<file path="src/rtl/pipe_pkg.sv">
// Shared widths and helpers for the pipeline stage register and its counters.
package pipe_pkg;

   localparam int CW_W_DEF  = 35;
   localparam int IMM_W_DEF = 32;
   localparam int PC_W_DEF  = 32;
   localparam int CNT_W_DEF = 16;

   localparam logic [CW_W_DEF-1:0] NOP_CW = '0;

   // Number of live beats (output register plus skid) thrown away by a flush.
   function automatic logic [1:0] beatCount(input logic outValid, input logic skValid);
      return {1'b0, outValid} + {1'b0, skValid};
   endfunction

endpackage

</file>
<file path="src/rtl/pipe_sat_counter.sv">
// Saturating up-counter: adds 0..3 per enabled cycle and sticks at all-ones.
module pipe_sat_counter #(
   parameter int W = 16
) (
   input  logic         clk,
   input  logic         rst,
   input  logic         inc,
   input  logic [1:0]   amount,
   output logic [W-1:0] count
);

   logic [W-1:0] r_count;
   logic [W:0]   w_sum;

   // One extra bit catches the overflow that triggers saturation.
   assign w_sum = {1'b0, r_count} + {{(W-1){1'b0}}, amount};

   always_ff @(posedge clk) begin
      if (rst)
         r_count <= '0;
      else if (inc)
         r_count <= w_sum[W] ? '1 : w_sum[W-1:0];
   end

   assign count = r_count;

endmodule

</file>
<file path="src/rtl/pipe_stage.sv">
// Parametrised pipeline stage register with valid/ready handshake, flush,
// bubble and stall/drop counters. Define PIPE_SKID_EN for a one-entry skid buffer.
module pipe_stage_reg
   import pipe_pkg::*;
#(
   parameter int CW_W  = CW_W_DEF,
   parameter int IMM_W = IMM_W_DEF,
   parameter int PC_W  = PC_W_DEF,
   parameter int CNT_W = CNT_W_DEF
) (
   input  logic             clk,
   input  logic             rst,
   input  logic             flush,
   input  logic             bubble,
   input  logic             in_valid,
   output logic             in_ready,
   input  logic [CW_W-1:0]  cw_in,
   input  logic [IMM_W-1:0] imm_in,
   input  logic [PC_W-1:0]  pc_in,
   output logic             out_valid,
   input  logic             out_ready,
   output logic [CW_W-1:0]  cw_out,
   output logic [IMM_W-1:0] imm_out,
   output logic [PC_W-1:0]  pc_out,
   output logic [CNT_W-1:0] stall_cnt,
   output logic [CNT_W-1:0] drop_cnt
);

   logic             r_outValid;
   logic [CW_W-1:0]  r_cw;
   logic [IMM_W-1:0] r_imm;
   logic [PC_W-1:0]  r_pc;

   logic w_load;
   logic w_inXfer;
   logic w_skValid;

   assign w_load = !r_outValid | out_ready;

`ifdef PIPE_SKID_EN
   logic             r_skValid;
   logic [CW_W-1:0]  r_skCw;
   logic [IMM_W-1:0] r_skImm;
   logic [PC_W-1:0]  r_skPc;

   // Ready comes only from registered skid state, cutting the out_ready path.
   assign in_ready  = !flush & !bubble & !r_skValid;
   assign w_skValid = r_skValid;

   always_ff @(posedge clk) begin
      if (rst | flush) begin
         r_skValid <= 1'b0;
         r_skCw    <= '0;
         r_skImm   <= '0;
         r_skPc    <= '0;
      end else if (w_load) begin
         r_skValid <= 1'b0;
      end else if (w_inXfer) begin
         r_skValid <= 1'b1;
         r_skCw    <= cw_in;
         r_skImm   <= imm_in;
         r_skPc    <= pc_in;
      end
   end
`else
   assign in_ready  = !flush & !bubble & w_load;
   assign w_skValid = 1'b0;
`endif

   assign w_inXfer = in_valid & in_ready;

   // Empty output slots always carry the all-zero NOP payload.
   always_ff @(posedge clk) begin
      if (rst | flush) begin
         r_outValid <= 1'b0;
         r_cw       <= '0;
         r_imm      <= '0;
         r_pc       <= '0;
      end else if (w_load) begin
`ifdef PIPE_SKID_EN
         if (r_skValid) begin
            r_outValid <= 1'b1;
            r_cw       <= r_skCw;
            r_imm      <= r_skImm;
            r_pc       <= r_skPc;
         end else
`endif
         if (w_inXfer) begin
            r_outValid <= 1'b1;
            r_cw       <= cw_in;
            r_imm      <= imm_in;
            r_pc       <= pc_in;
         end else begin
            r_outValid <= 1'b0;
            r_cw       <= '0;
            r_imm      <= '0;
            r_pc       <= '0;
         end
      end
   end

   assign out_valid = r_outValid;
   assign cw_out    = r_cw;
   assign imm_out   = r_imm;
   assign pc_out    = r_pc;

   pipe_sat_counter #(.W(CNT_W)) u_stallCnt (
      .clk    (clk),
      .rst    (rst),
      .inc    (r_outValid & !out_ready & !flush),
      .amount (2'd1),
      .count  (stall_cnt)
   );

   pipe_sat_counter #(.W(CNT_W)) u_dropCnt (
      .clk    (clk),
      .rst    (rst),
      .inc    (flush),
      .amount (beatCount(r_outValid, w_skValid)),
      .count  (drop_cnt)
   );

endmodule

</file>
<file path="config.mk">
export PLATFORM = sky130hd
export DESIGN_NAME = pipe_stage_reg
export DESIGN_NICKNAME = d
export VERILOG_FILES = /design/src/rtl/pipe_pkg.sv /design/src/rtl/pipe_sat_counter.sv /design/src/rtl/pipe_stage.sv
export SDC_FILE = /design/constraint.sdc
export NUM_CORES = 1
export LEC_CHECK = 0
export BUFFER_PORTS_ARGS = -buffer_cell sky130_fd_sc_hd__buf_2
export CORE_MARGIN = 4
export CORE_UTILIZATION = 40
export CTS_CLUSTER_DIAMETER = 150
export DETAILED_ROUTE_END_ITERATION = 7
export PLACE_DENSITY_LB_ADDON = 0.25
export SLEW_MARGIN = 10
export SYNTH_ARGS = -nofsm -noshare
export SYNTH_HDL_FRONTEND = slang
export SYNTH_HIERARCHICAL = 1
export SYNTH_SLANG_ARGS = --single-unit
</file>
<file path="constraint.sdc">
create_clock -name clk -period 4.05 [get_ports clk]
set_input_delay 0.6075 -clock clk [delete_from_list [all_inputs] [get_ports clk]]
set_output_delay 0.6075 -clock clk [all_outputs]
set_load 0.01 [all_outputs]
</file>
Word-level counts from Yosys, hierarchy flattened
Index checks and enable logic that the tools add are counted.
{"block": "op_classes", "addsub": 2, "n_mux": 6, "reduce_logical": 4, "bitwise_logic": 7}
{"cell": "$mux 32", "count": 2}
{"cell": "$mux 35", "count": 1}
{"cell": "$mux 16", "count": 2}
{"cell": "$add 16x1->17", "count": 1}
{"cell": "$add 16x1->17 const B", "count": 1}
{"cell": "$and 1x1->1", "count": 5}
{"cell": "$logic_not 1->1", "count": 4}
{"cell": "$or 1x1->1", "count": 2}
{"cell": "$mux 1", "count": 1}
{"block": "totals", "in_bits": 105, "ff_bits": 132, "elab_cells": 25}

Logic depth before layout (Yosys ltp)
{"block": "depth", "depth_word": 5, "mapped_depth": 8, "depth_no_buf": 7}

Modules after synthesis
Netlist, hierarchy kept.
{"module": "pipe_stage_reg", "instances": 1, "cells_each": 231, "area_each_um2": 3103.0, "seq_area_each_um2": 2001.9}
{"module": "pipe_sat_counter (u_dropCnt)", "instances": 1, "cells_each": 89, "area_each_um2": 853.3, "seq_area_each_um2": 320.3}
{"module": "pipe_sat_counter (u_stallCnt)", "instances": 1, "cells_each": 89, "area_each_um2": 792.0, "seq_area_each_um2": 320.3}

Least setup slack after synthesis
Ideal clock, no wire load.
{"block": "synth_path", "path_kind": "input-to-reg", "startpoint": "input port out_ready", "endpoint": "register u_stallCnt.r_count[13] (netlist: u_stallCnt/count[13])", "cell_stages": 6, "t_required_ps": 3976, "t_arrival_ps": 2072, "path_slack_ps": 1903, "setup_time_ps": 74, "path_cell_list": "nand2b_1 -> nor2_1 -> nand3_2 -> or3_4 -> or3_1 -> a31oi_1"}
{"block": "synth_via", "elab_chain_cells": 3}
{"element": "start, declared", "line_no": "pipe_stage.sv:21", "source": "input logic out_ready,"}
{"element": "$logic_not 1->1", "line_no": "pipe_stage.sv:110", "source": ".inc (r_outValid & !out_ready & !flush),"}
{"element": "$and 1x1->1 (2 in series)", "line_no": "pipe_stage.sv:110"}
{"element": "end signal, assigned", "line_no": "pipe_sat_counter.sv:22", "source": "r_count <= w_sum[W] ? '1 : w_sum[W-1:0];"}
{"element": "end, declared", "line_no": "pipe_sat_counter.sv:12", "source": "logic [W-1:0] r_count;"}
No other way between the ends.
A chain may end at the register's enable or synchronous reset.

Final worst setup path
{"block": "layout_path", "startpoint": "register r_outValid (netlist: out_valid)", "endpoint": "register u_stallCnt.r_count[7] (netlist: u_stallCnt/count[7])"}
{"block": "layout_via", "elab_chain_cells": 2}
{"element": "start, declared", "line_no": "pipe_stage.sv:29", "source": "logic r_outValid;"}
{"element": "start signal, assigned", "line_no": "pipe_stage.sv:75", "source": "r_outValid <= 1'b0;"}
{"element": "start signal, assigned", "line_no": "pipe_stage.sv:89", "source": "r_outValid <= 1'b1;"}
{"element": "start signal, assigned", "line_no": "pipe_stage.sv:94", "source": "r_outValid <= 1'b0;"}
{"element": "$and 1x1->1 (2 in series)", "line_no": "pipe_stage.sv:110"}
No other way between the ends.

==> results.py <==
metrics = {
    "status": {
        "status": "finished, final reports clean",
    },
    "floorplanning": {
        "core_mm2": 0.0115,
        "num_rows": 39,
        "ios": 238,
        "initial_utilization_pct": 41.2,
        "die_y_um": 117,
        "die_w_um": 117,
        "design.die.area_mm2": 0.0137,
    },
    "clocking": {
        "clock_latency_ns": 0.42,
        "numCtsBuffers": 17,
        "cts.clk_slew.worst_paths_ns": 0.06,
        "post_cts_buffers": 0,
        "htree_levels": 4,
        "cts.sinks": 132,
        "holdBufCountCts": 0,
        "cts_tree": "built",
        "clockRootBuffer": "clkbuf_16",
        "ctsResizeCount": 0,
        "clockBufferDepth": 2,
    },
    "routing": {
        "drt-met1-wl_um": 5240,
        "met2_length_um": 6220,
        "routed.top_layer": "met4",
        "ant_nets": 0,
        "avgViaCountPerCell": 5.12,
        "num_vias": 4086,
        "dr_wl_met3_um": 1030,
        "drc": 0,
        "drt_wl_total_um": 12700,
        "wl_per_cell_um": 16.0,
        "drt_pass1_iterations": 4,
        "drt_iter0_drc": 208,
    },
    "power": {
        "p_per_area_mw_per_mm2": 455,
        "ir_drop_mv": 0.254,
        "p_leak_nw": 3.11,
    },
    "yosys": {
        "netlist_top_cells_area": "dfxtp_1 56%, a22o_1 18%, xnor2_1 3.1%, buf_6 2.6%, a21oi_1 1.9%",
        "ys_seq_area_share_pct": 55.7,
        "synth_top_family_by_area": "compound AO/OA/AOI/OAI gates",
        "synth-seq-cells": 132,
        "synth-xor-area-share_pct": 3.69,
        "synth.distinct_cells": 44,
        "synth_cells": 409,
        "synth_fa_ha_area_share_pct": 1.90,
        "muxShareOfSynthArea_pct": 0.843,
        "synth_compound_area_share_pct": 23.2,
        "yosys.area.top_type_share_pct": 55.7,
        "avgSynthCellArea_um2": 11.6,
        "yosysTopAreaCell": "dfxtp_1",
        "synthesis.area_mm2": 0.00475,
        "synthSimpleGateAreaFrac_pct": 9.51,
        "ys_warn_count": 6,
    },
    "worst_setup_path": {
        "rr_worst_depth": 6,
        "crit_end": "u_stallCnt/count[7]",
        "worstSetupPathType": "flip-flop to flip-flop",
        "critPathMaxStageDelay_ns": 0.50,
        "timing.rr.start": "out_valid",
        "crit_start": "out_valid",
        "cp.required_ns": 4.37,
        "timing.rr.end": "u_stallCnt/count[7]",
        "end_kind": "flip-flop",
        "crit_family": "simple AND/OR/NAND/NOR gates",
        "cp.arrival_ns": 2.67,
        "path_cells": "nand2b_1 -> nor2_1 -> nand3_2 -> nor3_1 -> nand3_1 -> a21oi_1",
        "ff2ff_setup_slack_ns": 1.71,
        "cp_slowest_cell": "nand3_1",
        "path_buf_inv": 0,
        "cp_max_fo": 13,
        "startpoint_type": "flip-flop",
        "cp.depth": 6,
    },
    "layout": {
        "finalCoreUtilization_pct": 56.9,
        "multi_input_area_mm2": 0.00189,
        "fin_cells": 798,
        "seq_area_mm2": 0.00264,
        "fillers": 1039,
        "final_cell_mix": "237 x buf_2, 132 x dfxtp_1, 99 x a22o_1",
        "syn_to_final_growth_pct": 38.0,
        "drive_gt1_share_pct": 44.6,
        "n_antenna_cell": 0,
        "nets": 753,
        "fin_area_mm2": 0.00655,
        "final_common_cell": "buf_2",
    },
    "timing": {
        "worst_pin_slew_ns": 1.05,
        "min_period_over_period_pct": 57.8,
        "min_period_ns": 2.34,
        "fin_skew_ns": 0.0125,
        "slew-limit-headroom_pct": 29.8,
        "setup_viol": 0,
        "max_freq_mhz": 427,
        "fin_setup_tns_ns": 0,
        "final_hold_viol_count": 0,
        "rsz0062_at_grt": "false",
        "maxSlewViolCount": 0,
    },
    "global_routing": {
        "antenna_found_initial": 0,
        "grt_max_degree": 101,
        "grt_remaining_overflow": 0,
        "grt_first_pass_wirelength_um": 19000,
        "grt_pass1_vias": 3860,
        "grt_use_total_pct": 17.7,
    },
    "hold_path": {
        "hold_class": "input port to flip-flop",
        "holdCritStartpoint": "pc_in[16]",
        "hold_depth": 2,
    },
    "place": {
        "dp_hpwl_um": 8970,
        "place.gp.congestion": 0.843,
        "dp_cells": 766,
        "postPlaceCellArea_mm2": 0.00595,
        "numPortBuffers": 237,
    },
    "run": {
        "drv_cap": 0,
    },
}
==> report_power, final <==
| part | switching [W] | internal, W |
|---|---|---|
| logic | 0.0000634 | 0.0000663 |
| clock network | 0.000554 | 0.000971 |
| registers | 0.0000110 | 0.00132 |
| total | 0.000628 | 0.00236 |
==> layout make-up <==
type | instances | share of cell area (%)
Clock inverter | 11 | 1.89
Timing Repair Buffer | 239 | 18.3
Multi-Input combinational cell | 243 | 28.9
Tap cell | 143 | 2.73
Sequential cell | 132 | 40.3
Inverter | 9 | 0.516
Clock buffer | 21 | 7.33
==> flip-flops by register name (all words and copies together), names as in the netlist <==
name,flops
imm_out,32
u_dropCnt/count,16
pc_out,32
cw_out,35
out_valid,1
u_stallCnt/count,16
==> worst min-delay path by stage <==
stage / to
2_1_floorplan: cw_out[20]
3_3_place_gp: imm_out[18]
3_5_place_dp: imm_out[5]
4_1_cts: cw_out[24]
5_1_grt: cw_out[15]
6_report: pc_out[16]
==> through the flow <==
stage / power [W] / hold WS (ns) / setup WS [ns]
floorplan: 0.00141 / 0.522 / 1.90
global placement: 0.00148 / 0.455 / 1.46
detailed placement: 0.00149 / 0.459 / 1.31
CTS: 0.00302 / 0.381 / 1.69
global route: 0.00309 / 0.381 / 1.39
finish: 0.00298 / 0.399 / 1.71
==> cell usage after synthesis (all sizes together) <==
| master | instances |
|---|---|
| a21oi | 28 |
| a22o | 99 |
| a311oi | 1 |
| a31oi | 4 |
| and2b | 1 |
| and3 | 3 |
| and4 | 1 |
| and4b | 2 |
| buf | 24 |
| clkbuf | 4 |
| conb | 2 |
| dfxtp | 132 |
| fa | 2 |
| ha | 4 |
| inv | 9 |
| mux2i | 4 |
| nand2 | 11 |
| nand2b | 3 |
| nand3 | 10 |
| nand3b | 1 |
| nand4 | 4 |
| nand4b | 1 |
| nor2 | 8 |
| nor2b | 2 |
| nor3 | 9 |
| nor3b | 2 |
| nor4 | 9 |
| nor4b | 1 |
| o21ai | 3 |
| o31a | 1 |
| or2 | 2 |
| or3 | 2 |
| xnor2 | 17 |
| xor2 | 3 |
==> cell families (layout without fill, tap and decap cells) <==
family	count (synthesis)	in the layout
AO/OA/AOI/OAI	136	136
flip-flops	132	132
AND/OR/NAND/NOR	72	72
buffers and inverters	37	280
XOR/XNOR	20	20
adder cells (fa/ha/maj)	6	6
multiplexers	4	4
other	2	5
==> layer usage <==
| metal | vias to the layer above | track usage, % |
|---|---|---|
| li1 | 1991 | - |
| met1 | 1906 | 21.2 |
| met2 | 171 | 28.7 |
| met3 | 18 | 6.38 |
| met4 | 0 | 7.42 |
| met5 | - | 0 |
==> worst reg2reg max path: stages (launching register included) <==
cell	delay, ns
dfxtp_1	0.38
nand2b_1	0.10
nor2_1	0.36
nand3_2	0.20
nor3_1	0.44
nand3_1	0.50
a21oi_1	0.29
Power figures use the tool's default switching activity.
